==> config.mk <==
export PLATFORM = sky130hd
export DESIGN_NAME = seg_scan_ctrl_flat
export DESIGN_NICKNAME = d
export VERILOG_FILES = /design/src/rtl/seg_pkg.sv /design/src/rtl/seg_scan_ctrl_if.sv /design/src/rtl/seg_decode.sv /design/src/rtl/seg_scan_ctrl.sv /design/src/flat_wrapper.sv
export SDC_FILE = /design/constraint.sdc
export NUM_CORES = 1
export LEC_CHECK = 0
export ABC_AREA = 0
export CAP_MARGIN = 20
export CORE_MARGIN = 4
export CORE_UTILIZATION = 40
export CTS_BUF_LIST = sky130_fd_sc_hd__clkbuf_4 sky130_fd_sc_hd__clkbuf_8
export DETAILED_ROUTE_END_ITERATION = 12
export GPL_ROUTABILITY_DRIVEN = 0
export SLEW_MARGIN = 30
export SYNTH_ARGS = -nofsm -noshare
export SYNTH_HDL_FRONTEND = slang
export SYNTH_SLANG_ARGS = --single-unit
==> constraint.sdc <==
create_clock -name i_clk -period 8.1 [get_ports i_clk]
set_input_delay 1.62 -clock i_clk [delete_from_list [all_inputs] [get_ports i_clk]]
set_output_delay 1.62 -clock i_clk [all_outputs]
set_load 0.05 [all_outputs]
==> src/rtl/seg_pkg.sv <==
// Shared constants and types for the multiplexed 7-segment display blocks.
package seg_pkg;

    localparam logic [7:0] SEG_0     = 8'b11111100;
    localparam logic [7:0] SEG_1     = 8'b01100000;
    localparam logic [7:0] SEG_2     = 8'b11011010;
    localparam logic [7:0] SEG_3     = 8'b11110010;
    localparam logic [7:0] SEG_4     = 8'b01100110;
    localparam logic [7:0] SEG_5     = 8'b10110110;
    localparam logic [7:0] SEG_6     = 8'b10111110;
    localparam logic [7:0] SEG_7     = 8'b11100000;
    localparam logic [7:0] SEG_8     = 8'b11111110;
    localparam logic [7:0] SEG_9     = 8'b11110110;
    localparam logic [7:0] SEG_MINUS = 8'b00000010;
    localparam logic [7:0] SEG_OFF   = 8'h00;

    localparam logic [3:0] DIG_OFF   = 4'b1111;

    typedef enum logic {GAP, ON} state_t;

    typedef struct packed {
        logic [15:0] bcd;
        logic [3:0]  dp;
        logic        blank_lz;
        logic [2:0]  bright;
    } frame_t;

    localparam frame_t FRAME_RST = '{bcd: 16'h0000, dp: 4'h0, blank_lz: 1'b0, bright: 3'd7};

endpackage

==> src/rtl/seg_scan_ctrl_if.sv <==
// Frame-load handshake plus segment/digit drive lines of the scan controller.
interface seg_scan_ctrl_if;
    import seg_pkg::*;

    logic        i_load;
    logic        o_ready;
    logic [15:0] i_bcd;
    logic [3:0]  i_dp;
    logic        i_blank_lz;
    logic [2:0]  i_bright;
    logic [7:0]  o_seg;
    logic [3:0]  o_dig;

    modport master (
        output i_load, i_bcd, i_dp, i_blank_lz, i_bright,
        input  o_ready, o_seg, o_dig
    );

    modport slave (
        input  i_load, i_bcd, i_dp, i_blank_lz, i_bright,
        output o_ready, o_seg, o_dig
    );

endinterface

==> src/rtl/seg_decode.sv <==
// BCD nibble to active-high a..g,dp pattern; 10-15 show a minus sign.
module seg_decode
    import seg_pkg::*;
(
    input  logic [3:0] nibble,
    input  logic       dp,
    input  logic       blank,
    output logic [7:0] seg
);

    logic [7:0] pattern;

    always_comb begin
        pattern = SEG_MINUS;
        case (nibble)
            4'd0: pattern = SEG_0;
            4'd1: pattern = SEG_1;
            4'd2: pattern = SEG_2;
            4'd3: pattern = SEG_3;
            4'd4: pattern = SEG_4;
            4'd5: pattern = SEG_5;
            4'd6: pattern = SEG_6;
            4'd7: pattern = SEG_7;
            4'd8: pattern = SEG_8;
            4'd9: pattern = SEG_9;
            default: pattern = SEG_MINUS;
        endcase
        // Blanking hides a..g only; the decimal point survives.
        seg = (blank ? SEG_OFF : pattern) | {7'b0000000, dp};
    end

endmodule

==> src/rtl/seg_scan_ctrl.sv <==
// Round-robin 4-digit scan with anti-ghost gap, PWM brightness and
// frame-boundary commit of double-buffered display data.
module seg_scan_ctrl
    import seg_pkg::*;
#(
    parameter int unsigned TICK_WAIT = 27_000,
    parameter int unsigned DIGITS    = 4
) (
    input logic            i_clk,
    input logic            i_rst,
    seg_scan_ctrl_if.slave bus
);

    localparam int unsigned CNT_W   = $clog2(TICK_WAIT);
    localparam int unsigned SUB_LEN = TICK_WAIT / 8;
    localparam int unsigned SUB_W   = (SUB_LEN > 1) ? $clog2(SUB_LEN) : 1;
    localparam logic [CNT_W-1:0] SLOT_LAST = CNT_W'(TICK_WAIT - 1);
    localparam logic [SUB_W-1:0] SUB_LAST  = SUB_W'(SUB_LEN - 1);
    localparam logic [1:0]       LAST_DIG  = 2'(DIGITS - 1);

    state_t           state, state_nxt;
    logic [CNT_W-1:0] slot_cnt, slot_nxt;
    logic [SUB_W-1:0] sub_cnt, sub_nxt;
    logic [2:0]       phase, phase_nxt;
    logic [1:0]       dig_idx, idx_nxt;
    frame_t           shadow, active, active_nxt;
    logic             ready_q, pending, accept, commit;
    logic [3:0]       lz_blank;
    logic [3:0]       nibble;
    logic [7:0]       dec_seg, seg_nxt, seg_q;
    logic [3:0]       dig_nxt, dig_q;

    assign accept  = bus.i_load && ready_q;
    assign pending = ~ready_q;

    always_ff @(posedge i_clk) begin
        if (i_rst) begin
            state    <= GAP;
            slot_cnt <= '0;
            sub_cnt  <= '0;
            phase    <= '0;
            dig_idx  <= LAST_DIG;
            active   <= FRAME_RST;
            shadow   <= FRAME_RST;
            ready_q  <= 1'b1;
            seg_q    <= SEG_OFF;
            dig_q    <= DIG_OFF;
        end else begin
            state    <= state_nxt;
            slot_cnt <= slot_nxt;
            sub_cnt  <= sub_nxt;
            phase    <= phase_nxt;
            dig_idx  <= idx_nxt;
            active   <= active_nxt;
            if (accept) begin
                shadow  <= '{bcd: bus.i_bcd, dp: bus.i_dp,
                             blank_lz: bus.i_blank_lz, bright: bus.i_bright};
                ready_q <= 1'b0;
            end else if (commit) begin
                ready_q <= 1'b1;
            end
            seg_q <= seg_nxt;
            dig_q <= dig_nxt;
        end
    end

    // dig_idx still names the previous digit during GAP; it advances on GAP exit.
    always_comb begin
        state_nxt = state;
        slot_nxt  = slot_cnt + CNT_W'(1);
        sub_nxt   = sub_cnt + SUB_W'(1);
        phase_nxt = phase;
        idx_nxt   = dig_idx;
        commit    = 1'b0;
        case (state)
            GAP: begin
                state_nxt = ON;
                idx_nxt   = (dig_idx == LAST_DIG) ? 2'd0 : dig_idx + 2'd1;
                commit    = pending && (dig_idx == LAST_DIG);
            end
            ON: begin
                if (slot_cnt == SLOT_LAST) state_nxt = GAP;
            end
            default: state_nxt = GAP;
        endcase
        if (slot_cnt == SLOT_LAST) begin
            slot_nxt  = '0;
            sub_nxt   = '0;
            phase_nxt = '0;
        end else if (sub_cnt == SUB_LAST) begin
            sub_nxt   = '0;
            phase_nxt = phase + 3'd1;
        end
        active_nxt = commit ? shadow : active;
    end

    // Outputs are registered, so they are built from next-cycle state and frame.
    assign lz_blank[3] = active_nxt.blank_lz && (active_nxt.bcd[15:12] == 4'd0);
    assign lz_blank[2] = lz_blank[3] && (active_nxt.bcd[11:8] == 4'd0);
    assign lz_blank[1] = lz_blank[2] && (active_nxt.bcd[7:4] == 4'd0);
    assign lz_blank[0] = 1'b0;
    assign nibble      = active_nxt.bcd[{idx_nxt, 2'b00} +: 4];

    seg_decode u_decode (
        .nibble (nibble),
        .dp     (active_nxt.dp[idx_nxt]),
        .blank  (lz_blank[idx_nxt]),
        .seg    (dec_seg)
    );

    always_comb begin
        dig_nxt = DIG_OFF;
        seg_nxt = SEG_OFF;
        if (state_nxt == ON) begin
            dig_nxt = ~(4'b0001 << idx_nxt);
            if (phase_nxt <= active_nxt.bright) seg_nxt = dec_seg;
        end
    end

    assign bus.o_ready = ready_q;
    assign bus.o_seg   = seg_q;
    assign bus.o_dig   = dig_q;

endmodule

==> src/flat_wrapper.sv <==
// flat-port wrapper written by rule: the top's interface ports become plain ports
module seg_scan_ctrl_flat import seg_pkg::*;
#(
    parameter int unsigned TICK_WAIT = 27_000,
    parameter int unsigned DIGITS    = 4
)
  (i_clk, i_rst, bus_i_load, bus_i_bcd, bus_i_dp, bus_i_blank_lz, bus_i_bright, bus_o_ready, bus_o_seg, bus_o_dig);
  seg_scan_ctrl_if bus_i ();
  input logic i_clk;
  input logic i_rst;
  input wire logic [$bits(bus_i.i_load)-1:0] bus_i_load;
  input wire logic [$bits(bus_i.i_bcd)-1:0] bus_i_bcd;
  input wire logic [$bits(bus_i.i_dp)-1:0] bus_i_dp;
  input wire logic [$bits(bus_i.i_blank_lz)-1:0] bus_i_blank_lz;
  input wire logic [$bits(bus_i.i_bright)-1:0] bus_i_bright;
  output wire logic [$bits(bus_i.o_ready)-1:0] bus_o_ready;
  output wire logic [$bits(bus_i.o_seg)-1:0] bus_o_seg;
  output wire logic [$bits(bus_i.o_dig)-1:0] bus_o_dig;
  assign bus_i.i_load = bus_i_load;
  assign bus_i.i_bcd = bus_i_bcd;
  assign bus_i.i_dp = bus_i_dp;
  assign bus_i.i_blank_lz = bus_i_blank_lz;
  assign bus_i.i_bright = bus_i_bright;
  assign bus_o_ready = bus_i.o_ready;
  assign bus_o_seg = bus_i.o_seg;
  assign bus_o_dig = bus_i.o_dig;
  seg_scan_ctrl #(.TICK_WAIT(TICK_WAIT), .DIGITS(DIGITS)) u_core (.i_clk(i_clk), .i_rst(i_rst), .bus(bus_i));
endmodule
== Word level (Yosys, flattened, before mapping) ==
Memory sizes are Yosys's and may differ from the RTL's.
Cells that the tools add are included.
W data, S select, Z words.

* Output and inout port bits: 13
* Logic and storage cells: 62
* Memory bits (read-only): 112
* Memories: 1
* Register bits: 94

{| class="wikitable"
|+ Memories
! memory !! depth !! width !! rd ports !! clocked after memory_dff !! wr ports !! line !! RTL
|-
| (name not given) || 16 || 7 || 1 || 0 || 0 || seg_decode.sv:15 || <nowiki>case (nibble)</nowiki>
|}

* Eq/ne operators: 3
* Mux-type cells: 15
* Bitwise gates (word level): 6
* $add $sub $neg: 4
* $lt $le $gt $ge: 2
* Reductions and logical operators: 13
* Shift operators: 2

{| class="wikitable"
|+ Operators with widths
! cell !! count
|-
| $mux W24 || 1
|-
| $shiftx A16 B5 Y4 || 1
|-
| $add A15 B1 Y15 const B || 1
|-
| $eq A15 B15 Y1 const B || 1
|-
| $add A12 B1 Y12 const B || 1
|-
| $eq A12 B12 Y1 const B || 1
|-
| $logic_not A4 Y1 || 3
|-
| $mux W8 || 1
|-
| $or A8 B1 Y8 || 1
|-
| $mux W1 || 6
|-
| $mux W3 || 2
|-
| $reduce_or A3 Y1 || 2
|-
| $logic_and A1 B1 Y1 || 5
|-
| $bmux W1 S2 || 2
|-
| $mux W2 || 2
|-
| $not A1 Y1 || 4
|-
| $not A4 Y4 || 1
|-
| $reduce_or A2 Y1 || 2
|-
| $shl A1 B2 Y4 const A || 1
|-
| $add A3 B1 Y3 const B || 1
|-
| $le A3 B3 Y1 || 1
|-
| $lt A2 B3 Y1 const B || 1
|-
| $add A2 B1 Y2 const B || 1
|-
| $eq A2 B2 Y1 const B || 1
|-
| other kinds (2) || 2
|}

== Longest topological paths before layout ==
* Depth in word-level cells: 12
* Mapped depth: 14

== Modules after synthesis ==
A second synthesis with hierarchy kept.

* Cells, all modules: 493
* Area, all modules: 4192.8 um2

{| class="wikitable"
|+ By module, submodules not included
! module !! area each (um2) !! cells an instance !! seq. area each (um2) !! times used
|-
| seg_scan_ctrl || 3966.3 || 459 || 1881.8 || 1
|-
| seg_decode || 226.5 || 34 || 0.0 || 1
|}

== Worst setup path before layout ==
Ideal clock, no wire load.

* Path kind: reg2reg
* Start: register u_core.dig_idx[0]
* End: register u_core.seg_q[6] (netlist: u_core.bus.o_seg[6])
* Setup time: 0.076 ns
* Setup slack: 5.228 ns
* Required time: 8.024 ns
* Stages on the path, launching flop included: 13
* Clock period less this slack: 2.872 ns
* Data arrival time: 2.797 ns
* Path through: dfxtp_1 > ha_1 > or3b_1 > buf_6 > buf_2 > mux2i_1 > ha_1 > nor2b_1 > o21a_1 > o21ai_0 > nand2_1 > a31oi_1 > a21boi_0

* Word-level cells in the longest chain between the ends: 12

{| class="wikitable"
|+ Ends and longest elaborated chain
! element !! line !! RTL
|-
| start, declared || seg_scan_ctrl.sv:25 || <nowiki>logic [1:0] dig_idx, idx_nxt;</nowiki>
|-
| start signal, assigned || seg_scan_ctrl.sv:53 || <nowiki>dig_idx <= idx_nxt;</nowiki>
|-
| branches (longest 12 deep; another with $mem_v2 Z16 W7) || - ||
|-
| end signal, assigned || seg_scan_ctrl.sv:62 || <nowiki>seg_q <= seg_nxt;</nowiki>
|-
| end, declared || seg_scan_ctrl.sv:30 || <nowiki>logic [7:0] dec_seg, seg_nxt, seg_q;</nowiki>
|}

Several ways; the timed one is not identified. The select of a mux whose other input is x is not followed.
A chain may end at the register's enable or synchronous reset.

== Worst setup path in the final report ==
Ends and elaborated chain as after synthesis.

==> reports/results.ini <==
[placed_design]
dp_worst_setup_slack_ns = 4.56
io_buffers = 39
hpwl_um = 6180
postPlaceCellArea_um2 = 4530

[setup_path]
reg2regPathDepth = 11
reg2reg_from = u_core.dig_idx[0]$_SDFF_PP1_
critical_path.max_stage_delay_ns = 0.51
worstSetupStartpointType = register
cp_max_fo = 32
cpMaxStageDelayCell = a31oi_1
cp_num_cells = 11
path_buf_inv = 1
cpMostUsedCell = ha_1
end_kind = register
rrSetupSlack_ns = 4.56
path_cells = ha_1 -> or3b_1 -> buf_4 -> mux2i_1 -> ha_1 -> nor2b_1 -> o21a_1 -> o21ai_0 -> nand2_1 -> a31oi_1 -> a21boi_0
crit_arrival_ns = 3.82
path_delay_family = compound AO/OA/AOI/OAI gates
required_ns = 8.38
worstSetupPathType = reg2reg
timing.rr.end = u_core.bus.o_seg[6]$_SDFF_PP0_

[sta]
max_slew_margin_pct = 44.3
fin_crit_sh_pct = 43.7
finalCriticalPeriod_ns = 3.54
finalSetupTns_ns = 0
final.setup_skew_ns = 0.0102
max_freq_mhz = 283
worstMarginPinSlew_ns = 0.833
finalHoldViolations = 0
maxSlewViolCount = 0
worst_slack_ns = 4.56
setup_viol = 0
rsz0062_at_grt = false

[global_routing]
met3_usage_pct = 4.09
grt_antenna_before_repair = 0
grt_max_degree = 56
grt_pass1_wl_um = 14800
grt_util_met1_pct = 17.6
busiest_layer = met2
met2_usage_pct = 28.6
grt_use_total_pct = 15.8
overflow = 0
grt_pass1_vias = 3193

[power_and_ir_drop]
p_per_area_nw_per_um2 = 210
p_switching_uw = 289
swShare_pct = 29.0
seqPwrFrac_pct = 50.4
vdd_drop_max_v = 0.000144
leakage_uw = 0.00181
pwr-share-comb_pct = 18.2
intPower_uw = 706
p_clk_share_pct = 31.4

[cells_and_area]
area_growth_pct = 16.7
final_area_um2 = 4730
drive_above_1_share_pct = 5.76
n_antenna_cell = 0
nets = 558

[route]
num_vias = 3303
finalWirelength_um = 8690
ant_nets = 0
wl_per_cell_um = 13.3
dr.pass1.iters = 4
drc = 0
via_per_inst = 5.05
drt_iter0_markers = 110

[flow_run]
drv_cap = 0

[logic_synthesis]
synthCells = 486
async_reset_ff_share_pct = 0
yosys_warnings = 0
syn_nets = 527
synth-seq-cells = 94
syn_avg_cell_area_um2 = 8.33
synth-seq-area-share_pct = 46.5
ys.flop_type = dfxtp_1
synth_cell_types = 50
synth_area_um2 = 4050
synth_edf_count = 0

[floorplan]
die_h_um = 109
dieArea_um2 = 11800
std_cell_rows = 36
boundaryPins = 40
die_w_um = 109
core_area_um2 = 9820
initial_utilization_pct = 41.2

[min_path]
min_path_cells = 2
min_path_type = reg2reg
hold-path-endpoint = u_core.shadow[11]$_SDFFE_PP0P_
hp-start = u_core.shadow[11]$_SDFFE_PP0P_

[clock_network]
hold_buffers = 0
clock_sinks = 94
postCtsSetupRepairBufs = 0
clk_pin_slew_ns = 0.09
clock_latency_ns = 0.36
h-tree-depth = 3
cts.repair.resized = 0
root_buffer = clkbuf_8
cts_tree = yes
clockBufferDepth = 2
cts_buffers = 9

[outcome]
status = finished clean

-- worst max-delay path by stage --
stage	startpoint	to	slack, ns
finish	u_core.dig_idx[0]$_SDFF_PP1_	u_core.bus.o_seg[6]$_SDFF_PP0_	4.56
global route	u_core.dig_idx[0]$_SDFF_PP1_	u_core.bus.o_seg[6]$_SDFF_PP0_	4.20
CTS	u_core.dig_idx[0]$_SDFF_PP1_	u_core.bus.o_seg[6]$_SDFF_PP0_	4.53
detailed placement	u_core.dig_idx[0]$_SDFF_PP1_	u_core.bus.o_seg[6]$_SDFF_PP0_	4.56
global placement	u_core.dig_idx[0]$_SDFF_PP1_	u_core.bus.o_seg[6]$_SDFF_PP0_	4.66
floorplan	u_core.dig_idx[0]$_SDFF_PP1_	u_core.bus.o_seg[6]$_SDFF_PP0_	5.23
-- Yosys cell counts (all sizes together), types with 2 or more instances --
library cell | n | area share [%]
nor2 | 49 | 4.5
clkbuf | 14 | 1.3
nor4 | 4 | 1.1
a31oi | 4 | 0.62
and3 | 10 | 1.5
nand3 | 19 | 2.3
nand3b | 3 | 0.56
dfxtp | 94 | 46
o31a | 4 | 0.86
a21oi | 44 | 5.4
xor2 | 16 | 3.5
nand2 | 117 | 11
o21a | 3 | 0.56
a31o | 2 | 0.43
buf | 8 | 1.2
nand4 | 4 | 0.62
nor4b | 2 | 0.43
o21ai | 4 | 0.49
nor3 | 10 | 1.2
or2 | 3 | 0.46
a22oi | 2 | 0.37
nor2b | 2 | 0.31
nand2b | 6 | 0.93
and2 | 3 | 0.53
or3 | 2 | 0.31
inv | 8 | 0.74
ha | 14 | 4.3
o41ai | 3 | 0.65
mux2i | 10 | 2.5
xnor2 | 9 | 1.9
-- through the flow --
stage	util (%)	hold WS (ns)	total power, µW	cells
2_1_floorplan	-	0.430	637	486
3_3_place_gp	46.1	0.444	693	639
3_5_place_dp	46.2	0.449	695	639
4_1_cts	48.2	0.462	1010	654
5_1_grt	48.2	0.481	1050	654
6_report	48.2	0.458	995	654
-- cell type report --
type / instances / area (µm²)
multi-input combinational: 362 / 2050
clock buffer: 10 / 138
timing repair buffer: 42 / 408
tap: 133 / 166
sequential: 94 / 1880
clock inverter: 5 / 57.6
fill: 1014 / 5090
inverter: 8 / 30.0
-- layout by cell type (no fill, tap or decap), types with 2 or more instances in the layout --
| cell type | synthesis | routed |
|---|---|---|
| xor2_1 | 16 | 16 |
| ha_1 | 14 | 14 |
| xnor2_1 | 9 | 9 |
| nor2_1 | 49 | 49 |
| o21a_1 | 3 | 3 |
| and3_1 | 10 | 10 |
| clkdlybuf4s50_1 | 0 | 38 |
| nand3b_1 | 3 | 3 |
| a21oi_1 | 44 | 44 |
| nand3_1 | 19 | 19 |
| and2_1 | 2 | 2 |
| o41ai_1 | 3 | 3 |
| inv_1 | 8 | 8 |
| nand4_1 | 4 | 4 |
| inv_6 | 0 | 2 |
| a31o_2 | 2 | 2 |
| nand2b_1 | 6 | 6 |
| buf_4 | 1 | 3 |
| nand2_1 | 117 | 117 |
| nor4_1 | 2 | 2 |
| nor4b_1 | 2 | 2 |
| o21ai_0 | 4 | 4 |
| clkinv_2 | 0 | 2 |
| dfxtp_1 | 94 | 94 |
| clkbuf_8 | 0 | 10 |
| nor2b_1 | 2 | 2 |
| a22oi_1 | 2 | 2 |
| a31oi_1 | 4 | 4 |
| or3_1 | 2 | 2 |
| o31a_1 | 4 | 4 |
| mux2i_1 | 10 | 9 |
| nor3_1 | 10 | 10 |
| or2_2 | 2 | 2 |
-- state kept, by name, summed over array words and instances, names as in the netlist --
signal / cells
u_core.state: 1
u_core.bus.o_seg: 8
u_core.bus.o_ready: 1
u_core.slot_cnt: 15
u_core.shadow: 24
u_core.phase: 3
u_core.active: 24
u_core.bus.o_dig: 4
u_core.dig_idx: 2
u_core.sub_cnt: 12
-- power by group through the flow --
stage,clock (µW),combinational [µW],sequential [µW]
2_1_floorplan,0,91.7,545
6_report,312,181,502
3_5_place_dp,0,182,513
5_1_grt,345,199,505
3_3_place_gp,0,180,512
4_1_cts,327,183,502
-- metal layers --
| layer | up-vias | part of all wire (%) |
|---|---|---|
| li1 | 1694 | - |
| met5 | - | 0 |
| met4 | 0 | 1.8 |
| met3 | 14 | 3.4 |
| met2 | 38 | 51 |
| met1 | 1557 | 44 |
-- logic make-up (layout without fill, tap and decap cells) --
| group | count (synthesis) | count (layout) | synth area share [%] |
|---|---|---|---|
| flops | 94 | 94 | 46.5 |
| fa+ha+maj | 14 | 14 | 4.33 |
| compound gates | 72 | 72 | 10.6 |
| simple gates | 240 | 240 | 27.2 |
| mux | 11 | 11 | 2.75 |
| xor+xnor | 25 | 25 | 5.41 |
| buf+inv | 30 | 65 | 3.21 |
-- tightest hold or removal path: cells and delay by family, from the launching register on --
kind	cells	cell delay, ns
DFF	1	0.32
and+or+nand+nor	1	0.05
AOI/OAI and AO/OA	1	0.05
Power figures use the tool's default switching activity.
